==> src/rtl/latch_out_debouncer.sv <==
// Synchroniser + two-state debounce FSM for a latch Q output: clean level, edge strobes, saturating counters.
// Optional feature: define DEBOUNCE_GLITCH_CNT_EN to add the glitch_cnt output (aborted qualifications).
module latch_out_debouncer #(
    parameter int SYNC_STAGES     = 2,
    parameter int DEBOUNCE_CYCLES = 4,
    parameter int CNT_W           = 8
) (
    input  logic             clk,
    input  logic             reset,
    input  logic             d_in,
    input  logic             clr_cnt,
    output logic             q_out,
    output logic             rise_pulse,
    output logic             fall_pulse,
    output logic [CNT_W-1:0] edge_cnt,
    output logic             cnt_sat
`ifdef DEBOUNCE_GLITCH_CNT_EN
    ,
    output logic [CNT_W-1:0] glitch_cnt
`endif
);

    localparam int DB_W = $clog2(DEBOUNCE_CYCLES + 1);
    localparam logic [DB_W-1:0]  DB_LAST = DB_W'(DEBOUNCE_CYCLES - 1);
    localparam logic [CNT_W-1:0] CNT_MAX = '1;

    typedef enum logic {ST_STABLE, ST_PENDING} state_t;

    logic [SYNC_STAGES-1:0] r_sync;
    logic [SYNC_STAGES-1:0] w_sync_d;
    state_t                 r_state;
    logic [DB_W-1:0]        r_db_cnt;
    logic                   r_q_out;
    logic                   r_rise;
    logic                   r_fall;
    logic [CNT_W-1:0]       r_edge_cnt;
    logic                   w_s;
    logic                   w_diff;
    logic                   w_flip;
    logic                   w_abort;

    generate
        for (genvar gi = 0; gi < SYNC_STAGES; gi++) begin : g_sync
            if (gi == 0) begin : g_first
                assign w_sync_d[gi] = d_in;
            end else begin : g_rest
                assign w_sync_d[gi] = r_sync[gi-1];
            end
        end
    endgenerate

    always_ff @(posedge clk) begin
        if (reset) begin
            r_sync <= '0;
        end else begin
            r_sync <= w_sync_d;
        end
    end

    assign w_s    = r_sync[SYNC_STAGES-1];
    assign w_diff = (w_s != r_q_out);
    // A single-cycle debounce accepts straight from STABLE; otherwise only the last PENDING count flips.
    assign w_flip = w_diff && (((r_state == ST_STABLE) && (DEBOUNCE_CYCLES == 1)) ||
                               ((r_state == ST_PENDING) && (r_db_cnt == DB_LAST)));
    assign w_abort = (r_state == ST_PENDING) && !w_diff;

    always_ff @(posedge clk) begin
        if (reset) begin
            r_state    <= ST_STABLE;
            r_db_cnt   <= '0;
            r_q_out    <= 1'b0;
            r_rise     <= 1'b0;
            r_fall     <= 1'b0;
            r_edge_cnt <= '0;
        end else begin
            r_rise <= 1'b0;
            r_fall <= 1'b0;
            case (r_state)
                ST_STABLE: begin
                    if (w_diff && (DEBOUNCE_CYCLES != 1)) begin
                        r_state  <= ST_PENDING;
                        r_db_cnt <= DB_W'(1);
                    end
                end
                ST_PENDING: begin
                    if (!w_diff || w_flip) begin
                        r_state  <= ST_STABLE;
                        r_db_cnt <= '0;
                    end else begin
                        r_db_cnt <= r_db_cnt + DB_W'(1);
                    end
                end
                default: begin
                    r_state  <= ST_STABLE;
                    r_db_cnt <= '0;
                end
            endcase
            if (w_flip) begin
                r_q_out <= w_s;
                r_rise  <= w_s;
                r_fall  <= !w_s;
            end
            if (clr_cnt) begin
                r_edge_cnt <= '0;
            end else if (w_flip && (r_edge_cnt != CNT_MAX)) begin
                r_edge_cnt <= r_edge_cnt + CNT_W'(1);
            end
        end
    end

`ifdef DEBOUNCE_GLITCH_CNT_EN
    logic [CNT_W-1:0] r_glitch_cnt;

    always_ff @(posedge clk) begin
        if (reset || clr_cnt) begin
            r_glitch_cnt <= '0;
        end else if (w_abort && (r_glitch_cnt != CNT_MAX)) begin
            r_glitch_cnt <= r_glitch_cnt + CNT_W'(1);
        end
    end

    assign glitch_cnt = r_glitch_cnt;
`else
    logic w_abort_unused;
    assign w_abort_unused = w_abort;
`endif

    assign q_out      = r_q_out;
    assign rise_pulse = r_rise;
    assign fall_pulse = r_fall;
    assign edge_cnt   = r_edge_cnt;
    assign cnt_sat    = (r_edge_cnt == CNT_MAX);

endmodule
==> config.mk <==
export PLATFORM = sky130hd
export DESIGN_NAME = latch_out_debouncer
export DESIGN_NICKNAME = d
export VERILOG_FILES = /design/src/rtl/latch_out_debouncer.sv
export SDC_FILE = /design/constraint.sdc
export NUM_CORES = 1
export LEC_CHECK = 0
export BUFFER_PORTS_ARGS = -buffer_cell sky130_fd_sc_hd__buf_2
export CORE_MARGIN = 8
export CORE_UTILIZATION = 55
export DETAILED_ROUTE_END_ITERATION = 7
export PLACE_DENSITY = 0.8
export SETUP_SLACK_MARGIN = 0.3
export SLEW_MARGIN = 20
export SYNTH_ARGS = -nofsm -noshare
export SYNTH_HDL_FRONTEND = slang
export SYNTH_SLANG_ARGS = --single-unit
==> constraint.sdc <==
create_clock -name clk -period 2.6 [get_ports clk]
set_input_delay 0 -clock clk [delete_from_list [all_inputs] [get_ports clk]]
set_output_delay 0 -clock clk [all_outputs]
set_load 0.01 [all_outputs]
==> results.json <==
{
  "synth-edff-count": 0,
  "setup_violations": 0,
  "yosysTopAreaCellShare_pct": 44.08,
  "cts_tree": "yes",
  "syn_to_final_growth_pct": 17.83,
  "synth_cells": 82,
  "grt_pass1_wl_um": 2608,
  "ys_warn_count": 0,
  "post-cts-setup-buffer-count": 0,
  "worstSetupPathType": "reg -> reg",
  "viasPerCell": 5.509,
  "slew_headroom_pct": 72.87,
  "layout_worst_path_cycle_share_pct": 69.86,
  "ant_nets": 0,
  "layout.cells.most_common_list": "17 x dfxtp_1, 15 x buf_2, 10 x nor2_1",
  "vdd_ir_drop_max_mv": 0.4103,
  "wirelength_um": 1527,
  "synth_seq_cells": 17,
  "ys_seq_area_share_pct": 44.08,
  "num_antenna_cells": 0,
  "vias": 639,
  "io_pins": 16,
  "cp-end-kind": "flip-flop",
  "syn_nets": 89,
  "max_freq_ghz": 0.5506,
  "p_sw_w": 0.00009361,
  "rsz0062_at_grt": "false",
  "drive_gt1_share_pct": 21.78,
  "synth_area_um2": 772.0,
  "final_common_cell": "dfxtp_1",
  "r2r_end": "edge_cnt[6]$_SDFFE_PP0P_",
  "nNetsFinal": 109,
  "required_ns": 2.79,
  "antenna_found_initial": 0,
  "die_y_um": 53.47,
  "coreArea_um2": 1301,
  "p_int_w": 0.0003312,
  "wl_per_cell_um": 13.16,
  "place_congestion": 0.7068,
  "arrival_ns": 2.01,
  "grt_overflow_total": 0,
  "cts_inserted_buffers": 3,
  "combPwrFrac_pct": 4.2,
  "cts.sink_count": 17,
  "path_clk_slew_ns": 0.10,
  "synth_top_area_cell": "dfxtp_1",
  "drc_errors": 0,
  "period_needed_ns": 1.816,
  "hold_ws_ns": 0.4579,
  "worstSetupStartpointType": "flip-flop",
  "synth-main-ff-cell": "dfxtp_1",
  "root_buffer": "clkbuf_4",
  "async_flop_share_pct": 0,
  "reg2reg_slack_ns": 0.78,
  "synthTopCellsByArea": "dfxtp_1 44%, ha_1 4.9%, nor2_1 4.9%, mux2i_1 3.9%, xor2_4 3.6%",
  "clock_skew_ns": 0.001761,
  "grt_pass1_vias": 624,
  "dieWidth_um": 53.47,
  "grt_usage_pct": 12.23,
  "outcome": "complete, no violations",
  "synth_area_per_cell_um2": 9.415,
  "cts_buffer_depth": 2,
  "path_max_fanout": 6,
  "row_count": 13,
  "cellLeakagePower_nw": 0.3548,
  "grt_start_max_net_pins": 12,
  "hp-start": "r_sync[0]$_SDFF_PP0_",
  "dr.pass1.iters": 4,
  "portBuffers": 15,
  "clk-insertion-delay-late_ns": 0.29,
  "tightest_slew_ns": 0.4014,
  "seqPwrFrac_pct": 62.5,
  "synthDistinctLibCells": 32,
  "p_clk_share_pct": 33.3,
  "htree_levels": 1,
  "switching_share_pct": 22.03,
  "p_total_w": 0.0004248,
  "report.final.slew_viol_count": 0,
  "ff2ff_path_depth": 6,
  "hp-class": "reg -> reg",
  "drt_iter0_markers": 7,
  "dieArea_um2": 2859,
  "dp_hpwl_um": 1125,
  "holdPathStages": 1,
  "power_density_nw_per_um2": 467.0,
  "tns_ns": 0,
  "r2r_start": "r_db_cnt[0]$_SDFFE_PP0P_",
  "hold_violations": 0,
  "whs_endpoint": "r_sync[1]$_SDFF_PP0_",
  "nFillCells": 103,
  "drv_cap": 0,
  "start_util_pct": 59.33
}
[power groups by stage]
stage,clock (W),sequential (W),combinational (W)
5_1_grt,0.000153,0.000266,0.0000196
3_5_place_dp,0,0.000272,0.0000139
4_1_cts,0.000146,0.000266,0.0000176
3_3_place_gp,0,0.000272,0.0000138
2_1_floorplan,0,0.000271,0.0000101
6_report,0.000141,0.000266,0.0000177
[how the worst max path moves through the flow]
stage | slack [ns] | depth (start not counted) | end | startpoint
final | 0.78 | 6 | edge_cnt[6]$_SDFFE_PP0P_ | r_db_cnt[0]$_SDFFE_PP0P_
after detailed placement | 0.85 | 6 | edge_cnt[6]$_SDFFE_PP0P_ | r_db_cnt[0]$_SDFFE_PP0P_
after global placement | 0.93 | 6 | edge_cnt[6]$_SDFFE_PP0P_ | r_db_cnt[0]$_SDFFE_PP0P_
after global routing | 0.60 | 6 | edge_cnt[6]$_SDFFE_PP0P_ | r_db_cnt[0]$_SDFFE_PP0P_
after floorplan | 0.98 | 5 | edge_cnt[6]$_SDFFE_PP0P_ | edge_cnt[0]$_SDFFE_PP0P_
after CTS | 0.81 | 6 | edge_cnt[6]$_SDFFE_PP0P_ | r_db_cnt[0]$_SDFFE_PP0P_
[per-layer routing]
metal | GRT usage, % | part of all wire [%] | routed length [µm]
met1 | 13.85 | 47 | 718
met2 | 20.12 | 47 | 715
met3 | 3.641 | 3.9 | 60
met4 | 6.303 | 2.2 | 34
met5 | 0 | 0 | 0
[critical path: stages (launching register included)]
cell,delay (ns)
dfxtp_1,0.37
ha_1,0.16
ha_1,0.18
and2_1,0.32
nor4b_1,0.40
mux2i_1,0.23
nor2_1,0.05
[cell usage after synthesis (all sizes together), types with 3 or more instances]
master,number
ha,3
a21oi,4
mux2i,3
nor2,10
xor2,3
nor3,4
nand3,4
dfxtp,17
inv,3
nand2,6
[state kept, by name (all words and copies together) (netlist names)]
name        cells
r_db_cnt        3
fall_pulse      1
r_state         1
rise_pulse      1
edge_cnt        8
r_sync          2
q_out           1
[cells by family after synthesis]
logic type      count (synthesis)  share of synthesized area [%]
buf+inv                         6                          3.079
flops                          17                          44.08
mux                             3                          3.890
xor+xnor                        4                          6.970
compound gates                 12                          12.16
simple gates                   37                          24.96
fa+ha+maj                       3                          4.863
[cell type report]
class / count / area, µm² / share of cell area, %
well taps: 15 / 18.77 / 2.063
clock buffers: 4 / 26.28 / 2.889
multi-input cells: 59 / 407.9 / 44.84
flip-flops and latches: 17 / 340.3 / 37.41
inverters: 3 / 11.26 / 1.238
repair buffers: 18 / 105.1 / 11.55
[metrics by stage]
step                      std cells  cell area (µm²)  setup slack, ns  utilization, %
after global routing            116            909.6           0.6010           69.90
final                           116            909.6           0.7837           69.90
after global placement          109            853.3           0.9251           65.58
after floorplan                  82            772.0           0.9782               -
after CTS                       116            909.6           0.8062           69.90
after detailed placement        109            853.3           0.8492           65.58
[what timing repair did]
item                                   CTS  global route
endpoints found under the hold margin    3             0
hold buffers                             3             0
gates resized for setup                  0             0
setup endpoints to repair                0             0
No activity file was read; power rests on OpenSTA's default activity.
